$ cat src/rtl/mdu_pkg.sv
// mdu_pkg: shared definitions for the multiply/divide unit.
//   - MDU_* operation codes (RISC-V M-extension funct3 encoding)
//   - mdu_state_t: control FSM states
//   - helpers that classify which operands of an op are signed
package mdu_pkg;

    localparam logic [2:0] MDU_MUL    = 3'b000;
    localparam logic [2:0] MDU_MULH   = 3'b001;
    localparam logic [2:0] MDU_MULHSU = 3'b010;
    localparam logic [2:0] MDU_MULHU  = 3'b011;
    localparam logic [2:0] MDU_DIV    = 3'b100;
    localparam logic [2:0] MDU_DIVU   = 3'b101;
    localparam logic [2:0] MDU_REM    = 3'b110;
    localparam logic [2:0] MDU_REMU   = 3'b111;

    typedef enum logic [1:0] {
        IDLE  = 2'd0,
        CALC  = 2'd1,
        FIXUP = 2'd2,
        DONE  = 2'd3
    } mdu_state_t;

    // MUL keeps both operands unsigned: the low half of the product is sign-agnostic.
    function automatic logic op_a_signed(input logic [2:0] op);
        return (op == MDU_MULH) || (op == MDU_MULHSU) || (op == MDU_DIV) || (op == MDU_REM);
    endfunction

    function automatic logic op_b_signed(input logic [2:0] op);
        return (op == MDU_MULH) || (op == MDU_DIV) || (op == MDU_REM);
    endfunction

endpackage

$ cat src/rtl/mdu_iter.sv
// mdu_iter: one combinational radix-2 step on the 2*WIDTH accumulator.
//   i_is_div : 1 = restoring shift-subtract step, 0 = shift-add step
//   i_acc    : accumulator {hi, lo}
//                multiply: hi = partial product, lo = remaining multiplier bits
//                divide  : hi = partial remainder, lo = dividend bits / quotient bits
//   i_opnd   : multiplicand or divisor magnitude
//   o_acc    : accumulator after this step
module mdu_iter #(
    parameter int WIDTH = 32
) (
    input  logic                 i_is_div,
    input  logic [2*WIDTH-1:0]   i_acc,
    input  logic [WIDTH-1:0]     i_opnd,
    output logic [2*WIDTH-1:0]   o_acc
);

    logic [WIDTH:0] w_sum;
    logic [WIDTH:0] w_trial;

    always_comb begin
        w_sum   = {1'b0, i_acc[2*WIDTH-1:WIDTH]} + (i_acc[0] ? {1'b0, i_opnd} : '0);
        // Trial operand is the remainder shifted left with the next dividend bit;
        // it needs WIDTH+1 bits, so bit WIDTH of the difference is the borrow.
        w_trial = {i_acc[2*WIDTH-1:WIDTH], i_acc[WIDTH-1]} - {1'b0, i_opnd};
        if (i_is_div) begin
            if (!w_trial[WIDTH]) begin
                o_acc = {w_trial[WIDTH-1:0], i_acc[WIDTH-2:0], 1'b1};
            end else begin
                o_acc = {i_acc[2*WIDTH-2:0], 1'b0};
            end
        end else begin
            // Carry out of the add becomes the new top bit after the right shift.
            o_acc = {w_sum, i_acc[WIDTH-1:1]};
        end
    end

endmodule

$ cat src/rtl/mdu.sv
// mdu: iterative multiply/divide unit (RISC-V M extension), one iteration per cycle.
//   clk_i, rst_n_i        : clock, asynchronous active-low reset
//   flush_i               : synchronous abort, returns to IDLE
//   valid_i / ready_o     : request handshake (ready_o only in IDLE)
//   mdu_op_i, A, B        : funct3 op code and operands, captured on accept
//   valid_o / ready_i     : result handshake
//   mdu_result_o          : registered result
//   neg_flag_o, zero_flag_o : sign bit / all-zero of the registered result
module mdu
    import mdu_pkg::*;
#(
    parameter int WIDTH = 32
) (
    input  logic             clk_i,
    input  logic             rst_n_i,
    input  logic             flush_i,
    input  logic             valid_i,
    output logic             ready_o,
    input  logic [2:0]       mdu_op_i,
    input  logic [WIDTH-1:0] A,
    input  logic [WIDTH-1:0] B,
    output logic             valid_o,
    input  logic             ready_i,
    output logic [WIDTH-1:0] mdu_result_o,
    output logic             neg_flag_o,
    output logic             zero_flag_o
);

    localparam int CW = $clog2(WIDTH);
    localparam logic [CW-1:0]    CNT_LAST = CW'(WIDTH - 1);
    localparam logic [WIDTH-1:0] MOST_NEG = {1'b1, {(WIDTH-1){1'b0}}};

    mdu_state_t         r_state;
    logic [CW-1:0]      r_cnt;
    logic [2*WIDTH-1:0] r_acc;
    logic [WIDTH-1:0]   r_opnd;
    logic [2:0]         r_op;
    logic               r_neg;
    logic               r_a_neg;
    logic [WIDTH-1:0]   r_result;
    logic               r_valid;
    logic               r_ready;

    logic               w_a_neg;
    logic               w_b_neg;
    logic [WIDTH-1:0]   w_a_mag;
    logic [WIDTH-1:0]   w_b_mag;
    logic               w_div0;
    logic               w_ovf;
    logic               w_special;
    logic [WIDTH-1:0]   w_spec_result;
    logic [2*WIDTH-1:0] w_acc_next;
    logic [2*WIDTH-1:0] w_prod;
    logic [WIDTH-1:0]   w_quot;
    logic [WIDTH-1:0]   w_rem;
    logic [WIDTH-1:0]   w_fix_result;

    // Operand conditioning and special-case detection on the live request.
    always_comb begin
        w_a_neg   = op_a_signed(mdu_op_i) & A[WIDTH-1];
        w_b_neg   = op_b_signed(mdu_op_i) & B[WIDTH-1];
        w_a_mag   = w_a_neg ? (~A + 1'b1) : A;
        w_b_mag   = w_b_neg ? (~B + 1'b1) : B;
        w_div0    = mdu_op_i[2] & (B == '0);
        w_ovf     = ((mdu_op_i == MDU_DIV) || (mdu_op_i == MDU_REM)) &&
                    (A == MOST_NEG) && (B == '1);
        w_special = w_div0 | w_ovf;
        // op[1] distinguishes REM/REMU from DIV/DIVU.
        if (w_div0) begin
            w_spec_result = mdu_op_i[1] ? A : '1;
        end else begin
            w_spec_result = mdu_op_i[1] ? '0 : A;
        end
    end

    mdu_iter #(.WIDTH(WIDTH)) u_iter (
        .i_is_div (r_op[2]),
        .i_acc    (r_acc),
        .i_opnd   (r_opnd),
        .o_acc    (w_acc_next)
    );

    // Sign correction and half selection after the last iteration.
    always_comb begin
        w_prod = r_neg   ? (~r_acc + 1'b1) : r_acc;
        w_quot = r_neg   ? (~r_acc[WIDTH-1:0] + 1'b1) : r_acc[WIDTH-1:0];
        w_rem  = r_a_neg ? (~r_acc[2*WIDTH-1:WIDTH] + 1'b1) : r_acc[2*WIDTH-1:WIDTH];
        case (r_op)
            MDU_MUL:                        w_fix_result = w_prod[WIDTH-1:0];
            MDU_MULH, MDU_MULHSU, MDU_MULHU: w_fix_result = w_prod[2*WIDTH-1:WIDTH];
            MDU_DIV, MDU_DIVU:              w_fix_result = w_quot;
            default:                        w_fix_result = w_rem;
        endcase
    end

    always_ff @(posedge clk_i or negedge rst_n_i) begin
        if (!rst_n_i) begin
            r_state  <= IDLE;
            r_cnt    <= '0;
            r_acc    <= '0;
            r_opnd   <= '0;
            r_op     <= MDU_MUL;
            r_neg    <= 1'b0;
            r_a_neg  <= 1'b0;
            r_result <= '0;
            r_valid  <= 1'b0;
            r_ready  <= 1'b1;
        end else if (flush_i) begin
            r_state <= IDLE;
            r_cnt   <= '0;
            r_valid <= 1'b0;
            r_ready <= 1'b1;
        end else begin
            case (r_state)
                IDLE: begin
                    if (valid_i) begin
                        r_op    <= mdu_op_i;
                        r_neg   <= w_a_neg ^ w_b_neg;
                        r_a_neg <= w_a_neg;
                        r_acc   <= {{WIDTH{1'b0}}, w_a_mag};
                        r_opnd  <= w_b_mag;
                        r_cnt   <= '0;
                        r_ready <= 1'b0;
                        if (w_special) begin
                            r_result <= w_spec_result;
                            r_valid  <= 1'b1;
                            r_state  <= DONE;
                        end else begin
                            r_state <= CALC;
                        end
                    end
                end
                CALC: begin
                    r_acc <= w_acc_next;
                    r_cnt <= r_cnt + CW'(1);
                    if (r_cnt == CNT_LAST) begin
                        r_state <= FIXUP;
                    end
                end
                FIXUP: begin
                    r_result <= w_fix_result;
                    r_valid  <= 1'b1;
                    r_state  <= DONE;
                end
                DONE: begin
                    if (ready_i) begin
                        r_valid <= 1'b0;
                        r_ready <= 1'b1;
                        r_state <= IDLE;
                    end
                end
                default: r_state <= IDLE;
            endcase
        end
    end

    assign ready_o      = r_ready;
    assign valid_o      = r_valid;
    assign mdu_result_o = r_result;
    assign neg_flag_o   = r_result[WIDTH-1];
    assign zero_flag_o  = (r_result == '0);

endmodule

$ cat config.mk
export PLATFORM = sky130hd
export DESIGN_NAME = mdu
export DESIGN_NICKNAME = d
export VERILOG_FILES = /design/src/rtl/mdu_pkg.sv /design/src/rtl/mdu_iter.sv /design/src/rtl/mdu.sv
export SDC_FILE = /design/constraint.sdc
export NUM_CORES = 1
export LEC_CHECK = 0
export ABC_CLOCK_PERIOD_IN_PS = 3500
export CORE_AREA = 4 4 176 178
export DETAILED_ROUTE_END_ITERATION = 16
export DIE_AREA = 0 0 180 182
export PLACE_DENSITY = 0.79
export SYNTH_ARGS = -nofsm -noshare
export SYNTH_HDL_FRONTEND = slang
export SYNTH_SLANG_ARGS = --single-unit
$ cat constraint.sdc
create_clock -name clk_i -period 3.5 [get_ports clk_i]
set_input_delay 0.525 -clock clk_i [delete_from_list [all_inputs] [get_ports clk_i]]
set_output_delay 0.525 -clock clk_i [all_outputs]
set_load 0.02 [all_outputs]
==> out/summary.md, run 1 <==
For this run, the top clock speed supported by timing is 0.287 GHz. For the pin with the worst max-slew slack, the measured transition is 0.945 ns. The vertical die dimension was 182 um.

The mean area per synthesized cell works out to 7.41 um^2. In this run the clock root is driven by a clkbuf_16. The logs give 1976 for the DRC violation total after the first TritonRoute iteration and 0.798 mV for the worst IR drop on VDD. The post-synthesis instance area came out at 0.0145 mm^2.

Worst setup path category: flop to flop. The maximum fanout along the worst path came out at 4. Across all layers, the routed design uses 16.2k vias. The run gives 0 as the hold buffer count at cts. The overall die width came out at 180 um. The I/O pin count is 108, and the final setup violation count is 0. Ratio of final minimum period to clock period: 99.5%.

Buffers placed on the I/O ports in this run total 107. Critical path launch point type: a flop. STA classifies the critical path endpoint as a flop. The largest net degree at the start of global routing is 93, and the H-tree depth reported by CTS is 4. Global routing used 30.7% of the available tracks. The number of optimization iterations in the first detailed-route pass is 7, and the post-detailed-route via-to-cell ratio is 6.29.

The final layout contains routed wiring with a total length of 52800 um. For the number of nets produced by synthesis, the log shows 2108. The time the final worst path needs with I/O delays and setup works out to 3.48 ns. The run gives 49.4% as the initial standard-cell utilization of the core.

TritonCTS built the clock tree. The tools report the critical path arrival as 3.80 ns. The flow ran to the end, and the final reports show no timing, DRC or antenna violations. Dividing total power by cell area gives a power density of 1070 mW/mm^2.

The die covers 0.0328 mm^2. Of the cells placed in the final design, the portion with a size suffix greater than 1 is 14.7%. The tools report the total congestion overflow after global routing as 0.

The cell count after synthesis came out at 1959. Max-cap violations in this run came to 0. The distinct cell type count after synthesis came out at 79. The number of synthesized flops with an enable pin came out at 0. In the synthesized netlist the dominant register cell turns out to be dfrtp_1. The setup clock skew after layout came out at 0.0216 ns.

The floorplan has 63 rows. The clock latency on the worst-skew pair was 0.45 ns; the layout net count was 2327. The share of flip-flops with an asynchronous set or reset was 100%; the number of DRC violations after detailed routing was 0.

The tools report the number of sinks handled by clock tree synthesis as 142. Routability-driven placement finished with a final weighted congestion of 1.02. The sequential cells in the finished layout cover a total of 0.00356 mm^2. Clock-pin slew was measured on the worst setup and hold paths at 0.07 ns. The initial antenna violation count is 0. The number of antenna diodes in the final layout is 0. The worst pin sits at a relative slew slack of 36.8%. The library cells used most frequently in the layout, excluding fill and tap cells, are nand2_1, o21ai_0, buf_4, nor2_1, dfrtp_1. The number of max-slew violations in the final report was 0.

For the number of failing hold endpoints at the final stage, the log shows 0. The maximum cell stage delay along the critical path is 0.63 ns. Cell occurring most often along the worst timing path: or4_1. In the final routed layout, each cell accounts on average for 20.5 um. The design draws 19.5 mW.

Fill cells in the final layout number 2569. Placed wire-length estimate: 40700 um. Clock tree synthesis inserted a total of 17 buffers.

The area growth from synthesis to layout is 24.7%. In this run, synthesis produced a sequential element count of 142. For the global-route wire length before repair, the log shows 82200 um. The standby leakage power came out at 7.75 nW. Traced cell by cell, the critical path runs through or4_1, or4_1, or4_1, or3_1, nand2_1, xor2_1, o221ai_1, o22ai_2, o21ai_1.

For this run, the register share of the synthesized area comes to 24.5%. The library cell used most frequently in the layout, excluding fill and tap cells, is nand2_1. Cells fill 61.6% of the core in the end.

On the critical path the largest part of the delay comes from simple AND/OR/NAND/NOR gates. The worst hold path class is primary input to async pin. The core region is 0.0294 mm^2. In the final layout, the multi-input gates occupy 0.0104 mm^2. The required time reported for the critical path endpoint is 3.82 ns, and the number of warning messages in the yosys log is 0. For the via count of the first global-routing pass, the log shows 15.2k.

The library cell contributing the largest single delay on the critical path was or4_1. The number of buffers and inverters on the critical path is 0. In this run the remaining antenna-violating nets after routing total 0. The tools report the worst-case clock buffer depth as 2.
[what timing repair did]
action | CTS | global route
setup buffers | 0 | 8
endpoints found under the hold margin | 0 | 0
cloned | 0 | 1
endpoints found under the setup margin | 9 | 43
resized for setup | 3 | 38
pin swaps | 1 | 12
[stage by stage]
stage	setup slack, ns	instance area (um^2)	hold slack (ns)	setup TNS (ns)	instances
after detailed placement	-0.251	17300	0.471	-7.13	2541
final	0.0171	18100	0.145	0	2581
after global routing	-0.0377	18100	0.229	-0.0780	2581
after CTS	0.00760	17900	0.218	0	2573
after floorplan	0.0212	14500	0.229	0	1959
after global placement	-0.186	17300	0.464	-5.03	2541
[path summary, 6_finish.rpt]
check                                            start                           end  slack, ns  cells after the start
max in group asynchronous                      rst_n_i   mdu_result_o[1]$_DFFE_PN0P_       2.52                      2
min in group clk_i              r_opnd[27]$_DFFE_PN0P_        r_opnd[27]$_DFFE_PN0P_       0.48                      2
worst min-delay path                           rst_n_i        r_opnd[12]$_DFFE_PN0P_       0.15                      1
worst min register to register  r_opnd[27]$_DFFE_PN0P_        r_opnd[27]$_DFFE_PN0P_       0.48                      2
worst max-delay path             r_acc[56]$_DFFE_PN0P_  mdu_result_o[31]$_DFFE_PN0P_       0.02                      9
worst max register to register   r_acc[56]$_DFFE_PN0P_  mdu_result_o[31]$_DFFE_PN0P_       0.02                      9
[cells by family (layout without fill, tap and decap cells)]
family	Yosys count	count (layout)	synth area share, %
buffers and inverters	205	437	5.45
xor gates and xnor gates	184	184	11.1
and+or+nand+nor	641	641	20.5
muxes	63	63	4.39
adders and majority gates	93	93	7.84
DFF	142	142	24.5
AOI/OAI and AO/OA	631	631	26.3
[sequential cells by signal, indices dropped and copies added, names as in the netlist]
register      count
valid_o           1
r_a_neg           1
r_cnt             5
ready_o           1
r_state           2
r_opnd           32
r_acc            64
mdu_result_o     32
r_neg             1
r_op              3
[synth_stat cells (4+ instances only)]
| library cell | instances | area (um^2) |
|---|---|---|
| nor4_1 | 23 | 144 |
| a21oi_1 | 133 | 666 |
| o211ai_1 | 15 | 113 |
| nand3_1 | 29 | 145 |
| or2_2 | 11 | 68.8 |
| o21a_1 | 6 | 45.0 |
| o21bai_1 | 7 | 52.6 |
| and2_1 | 8 | 50.1 |
| o21ai_0 | 258 | 1290 |
| inv_1 | 70 | 263 |
| a211oi_1 | 23 | 173 |
| o31a_1 | 4 | 35.0 |
| clkbuf_1 | 115 | 432 |
| nor2b_1 | 15 | 93.8 |
| xor2_1 | 83 | 727 |
| a221oi_1 | 4 | 35.0 |
| o41ai_1 | 12 | 105 |
| nor3_1 | 37 | 185 |
| xnor2_1 | 101 | 885 |
| a22oi_1 | 21 | 158 |
| o21ai_1 | 7 | 35.0 |
| nand2_1 | 258 | 968 |
| dfrtp_1 | 141 | 3530 |
| and3_1 | 6 | 37.5 |
| ha_1 | 75 | 938 |
| nand4_1 | 23 | 144 |
| o221ai_1 | 11 | 96.3 |
| or3_1 | 22 | 138 |
| o22ai_1 | 22 | 138 |
| a21o_1 | 23 | 173 |
| nor2_1 | 154 | 578 |
| maj3_1 | 16 | 160 |
| a41oi_1 | 4 | 35.0 |
| a31oi_1 | 18 | 113 |
| o31ai_1 | 27 | 203 |
| nand2b_1 | 18 | 113 |
| buf_2 | 8 | 40.0 |
| buf_1 | 8 | 30.0 |
| mux2i_1 | 58 | 581 |
| or4_1 | 18 | 135 |
| a221o_1 | 5 | 50.1 |
| mux2_2 | 5 | 56.3 |
| a211o_1 | 5 | 43.8 |
[worst register-to-register path: stages, from the launching register on]
cell      delay [ns]
dfrtp_1         0.38
or4_1           0.63
or4_1           0.50
or4_1           0.53
or3_1           0.46
nand2_1         0.14
xor2_1          0.22
o221ai_1        0.17
o22ai_2         0.26
o21ai_1         0.09
[report_power, final]
group	switching [mW]	internal [mW]	leakage (nW)
clock	0.903	0.953	0.287
combinational	8.46	5.96	5.63
sequential	0.831	2.35	1.83
[final cells by class]
cell class / count / area share (%)
flip-flops and latches: 142 / 19.6
repair buffers: 333 / 15.7
clock buffers: 17 / 2.35
well taps: 390 / 2.70
clock inverters: 15 / 0.781
inverters: 72 / 1.49
multi-input cells: 1612 / 57.3
[per-layer routing]
| metal | up-vias | share of wire [%] | track usage (%) |
|---|---|---|---|
| met5 | - | 0 | 0 |
| met1 | 7560 | 41 | 43.0 |
| met4 | 0 | 3.7 | 10.4 |
| li1 | 7483 | - | - |
| met2 | 1022 | 44 | 47.6 |
| met3 | 164 | 11 | 6.11 |
Note: power is estimated with default switching activity, not from simulation.
==> run 2, diff against run 1 <==
--- a/config.mk
+++ b/config.mk
@@ -7,6 +7,8 @@
 export LEC_CHECK = 0
 export ABC_CLOCK_PERIOD_IN_PS = 3500
 export CORE_AREA = 4 4 176 178
+export CTS_BUF_LIST = sky130_fd_sc_hd__clkbuf_8
+export CTS_CLUSTER_SIZE = 16
 export DETAILED_ROUTE_END_ITERATION = 16
 export DIE_AREA = 0 0 180 182
 export PLACE_DENSITY = 0.79
==> run 2 against run 1 <==
Worst setup slack better by 0.030 ns. Utilization down 0.48 points. Hold slack got worse by 0.041 ns. Count of clock-buffer cells in the layout is the same. Non-clock buffer count is 3 higher. Clock power is 26% lower. Sequential power about the same. Combinational power is essentially flat. Fmax rose by 0.88%. Die area unchanged. First-iteration DRC count fell by 0.30%. Cell area fell by 0.78%. Critical endpoint unchanged. Largest cell class unchanged.
==> out/summary.md, run 2 (synthesis results as in run 1) <==
The standby leakage power is 7.67 nW (-1.0%). The tools report the minimum setup slack after placement as -0.251 ns (unchanged). The ratio of cells with drive above 1 in the final layout came out at 14.9% (+0.30 points). The placer's final routability congestion estimate is 1.02 (unchanged). Startpoint of the most critical register-to-register path: r_acc[56]$_DFFE_PN0P_.

The tightest min-delay check is of the primary input to async pin type. The non-filler instance count after layout is 2584 (+0.12%). The run gives 0.290 GHz (+0.88%) as the highest achievable clock rate.

The transition at the pin with the smallest max-transition slack works out to 0.966 ns (+0.0216 ns). The placed wire-length estimate came out at 40700 um (unchanged). The tools report the largest net degree at the start of global routing as 93 (unchanged). The run gives 30.5% (-0.16 points) as the total global-route track usage. The maximum cell stage delay along the critical path came out at 0.65 ns (+0.02 ns). The worst setup path category was flop to flop. For the clock latency on the worst-skew pair, the log shows 0.49 ns (+0.04 ns). The worst hold slack across all endpoints was 0.104 ns (-0.0411 ns); the setup slack of the critical path after layout was 0.0476 ns (+0.0305 ns). The total congestion overflow after global routing came out at 0 (unchanged).

The setup clock skew after layout was 0.0268 ns (+0.00520 ns). The logs give 16.3k (+0.15%) for the total number of vias and 0.0328 mm^2 (unchanged) for the area of the die. The flip-flop count of the largest register after layout is 64 (unchanged), and the number of fill cells in the layout is 2590 (+0.82%). The run gives 81700 um (-0.50%) as the global-route wire length before repair. The endpoint type of the worst setup path was a flop. The run gives 3.86 ns (+0.04 ns) as the required time reported for the critical path endpoint. The signal on the critical path passes through or4_1, or4_1, or4_1, or3_1, nand2_1, xor2_1, o221ai_1, o22ai_2, o21ai_1. The via count of the first global-routing pass is 15.1k (-0.34%). The max capacitance violation total was 0 (unchanged); the final setup violation count was 0 (unchanged). Final routed wire length divided by cell count: 20.4 um (-0.58%). For the initial standard-cell utilization of the core, the log shows 49.4% (unchanged).

The clock transition at the register clock pins on the worst setup and hold paths after CTS is 0.10 ns (+0.03 ns). The layout net count was 2330 (+0.13%); the I/O pin count was 108 (unchanged). For the number of max-slew violations in the final report, the log shows 0 (unchanged).

For the sequential cell area, the log shows 0.00356 mm^2 (unchanged). The overall die width is 180 um (unchanged). The count of placed standard cells including taps was 2541 (unchanged). The overall routed net length came out at 52600 um (-0.47%).

The launch point of the critical path was r_acc[56]$_DFFE_PN0P_. Cell occurring most often along the worst timing path: or4_1. The run gives 0.0294 mm^2 (unchanged) as the core area. The H-tree depth reported by CTS was 4 (unchanged); the post-detailed-route count of antenna-violating nets was 0 (unchanged). For the critical path arrival, the log shows 3.81 ns (about the same). The logs give 142 (unchanged) for the number of sinks handled by clock tree synthesis and 0.0173 mm^2 (unchanged) for the area after detailed placement. The worst-case clock buffer depth was 2 (unchanged). Critical path launch point type: a flop.

The tools report the area used by multi-input combinational logic as 0.0104 mm^2 (about the same). The time the final worst path needs with I/O delays and setup is 3.45 ns (-0.0305 ns). The initial antenna violation count came out at 0 (unchanged). The CTS buffer count came out at 17 (unchanged). TritonCTS built the clock tree. Number of optimization iterations in the first detailed-route pass: 6 (-1).

The run gives 0.822 mV (+3.0%) as the worst IR drop on VDD. Largest register by flop count: r_acc. The post-detailed-route via-to-cell ratio was 6.29 (about the same); the count of standard-cell rows was 63 (unchanged). For the number of DRC violations after detailed routing, the log shows 0 (unchanged). The count of buffers inserted at the top-level ports came out at 107 (unchanged). The post-layout instance area is 0.0180 mm^2 (-0.78%), and the number of failing hold endpoints at the final stage is 0 (unchanged). For the final antenna diode count, the log shows 0 (unchanged). From synthesis to final layout, the design area changed by 23.7%. The library cells used most frequently in the layout, excluding fill and tap cells, are nand2_1, o21ai_0, buf_4, nor2_1, dfrtp_1. The maximum fanout along the worst path came out at 4 (unchanged). Most frequent standard cell in the layout excluding fill and tap cells: nand2_1. The run finished with clean final reports. The vertical die dimension is 182 um (unchanged).

The root buffer selected by CTS was clkbuf_8. The DRC violation total after the first TritonRoute iteration was 1970 (-0.30%); the ratio of final minimum period to clock period was 98.6% (-0.87 points). For the hold buffer count at cts, the log shows 0 (unchanged). The slowest stage of the critical path belongs to the cell or4_1. The ratio of total power to cell area is 1060 mW/mm^2 (-1.0%), and the relative max-transition margin is 35.6% (-1.2 points).
run 2: path summary, 6_finish.rpt:
kind | depth (start not counted) | slack (ns) | to
max | 9 | 0.05 | mdu_result_o[31]$_DFFE_PN0P_
min | 1 | 0.10 | r_opnd[11]$_DFFE_PN0P_
max reg2reg | 9 | 0.05 | mdu_result_o[31]$_DFFE_PN0P_
min reg2reg | 2 | 0.49 | r_opnd[27]$_DFFE_PN0P_
max in group asynchronous | 2 | 2.54 | mdu_result_o[1]$_DFFE_PN0P_
min in group clk_i | 2 | 0.49 | r_opnd[27]$_DFFE_PN0P_
run 2: area by class of cell:
type	instances	share of cell area, %
Clock buffer	17	1.30
Multi-Input combinational cell	1612	57.8
Timing Repair Buffer	336	16.1
Sequential cell	142	19.8
Tap cell	390	2.72
Inverter	72	1.50
Clock inverter	15	0.787
run 2: power by group:
| group | internal (mW) | switching (mW) |
|---|---|---|
| clock | 0.535 | 0.844 |
| combinational | 6.08 | 8.47 |
| sequential | 2.34 | 0.831 |
| total | 8.96 | 10.1 |
run 2: routing by layer:
| layer | GRT usage, % | share of wire [%] |
|---|---|---|
| met5 | 0 | 0 |
| met4 | 10.0 | 3.9 |
| met3 | 6.69 | 12 |
| met2 | 47.2 | 43 |
| met1 | 42.7 | 41 |
run 2: what timing repair did:
action	CTS	global route
setup buffers	0	9
setup endpoints to repair	9	43
cloned	0	2
pin swaps	1	14
resized for setup	3	43
run 2: worst max-delay path, delay by kind of cell, from the launching register on:
kind                      cells  cell delay (ns)
and+or+nand+nor               5             2.25
AOI/OAI and AO/OA             3             0.51
DFF                           1             0.41
xor gates and xnor gates      1             0.19
run 2: stage by stage:
step / power [mW] / setup TNS (ns) / util (%)
4_1_cts: 18.0 / 0 / 60.1
2_1_floorplan: 11.7 / 0 / -
3_3_place_gp: 16.3 / -5.03 / 58.8
3_5_place_dp: 16.6 / -7.13 / 58.8
5_1_grt: 20.3 / -0.0522 / 61.1
6_report: 19.1 / 0 / 61.1
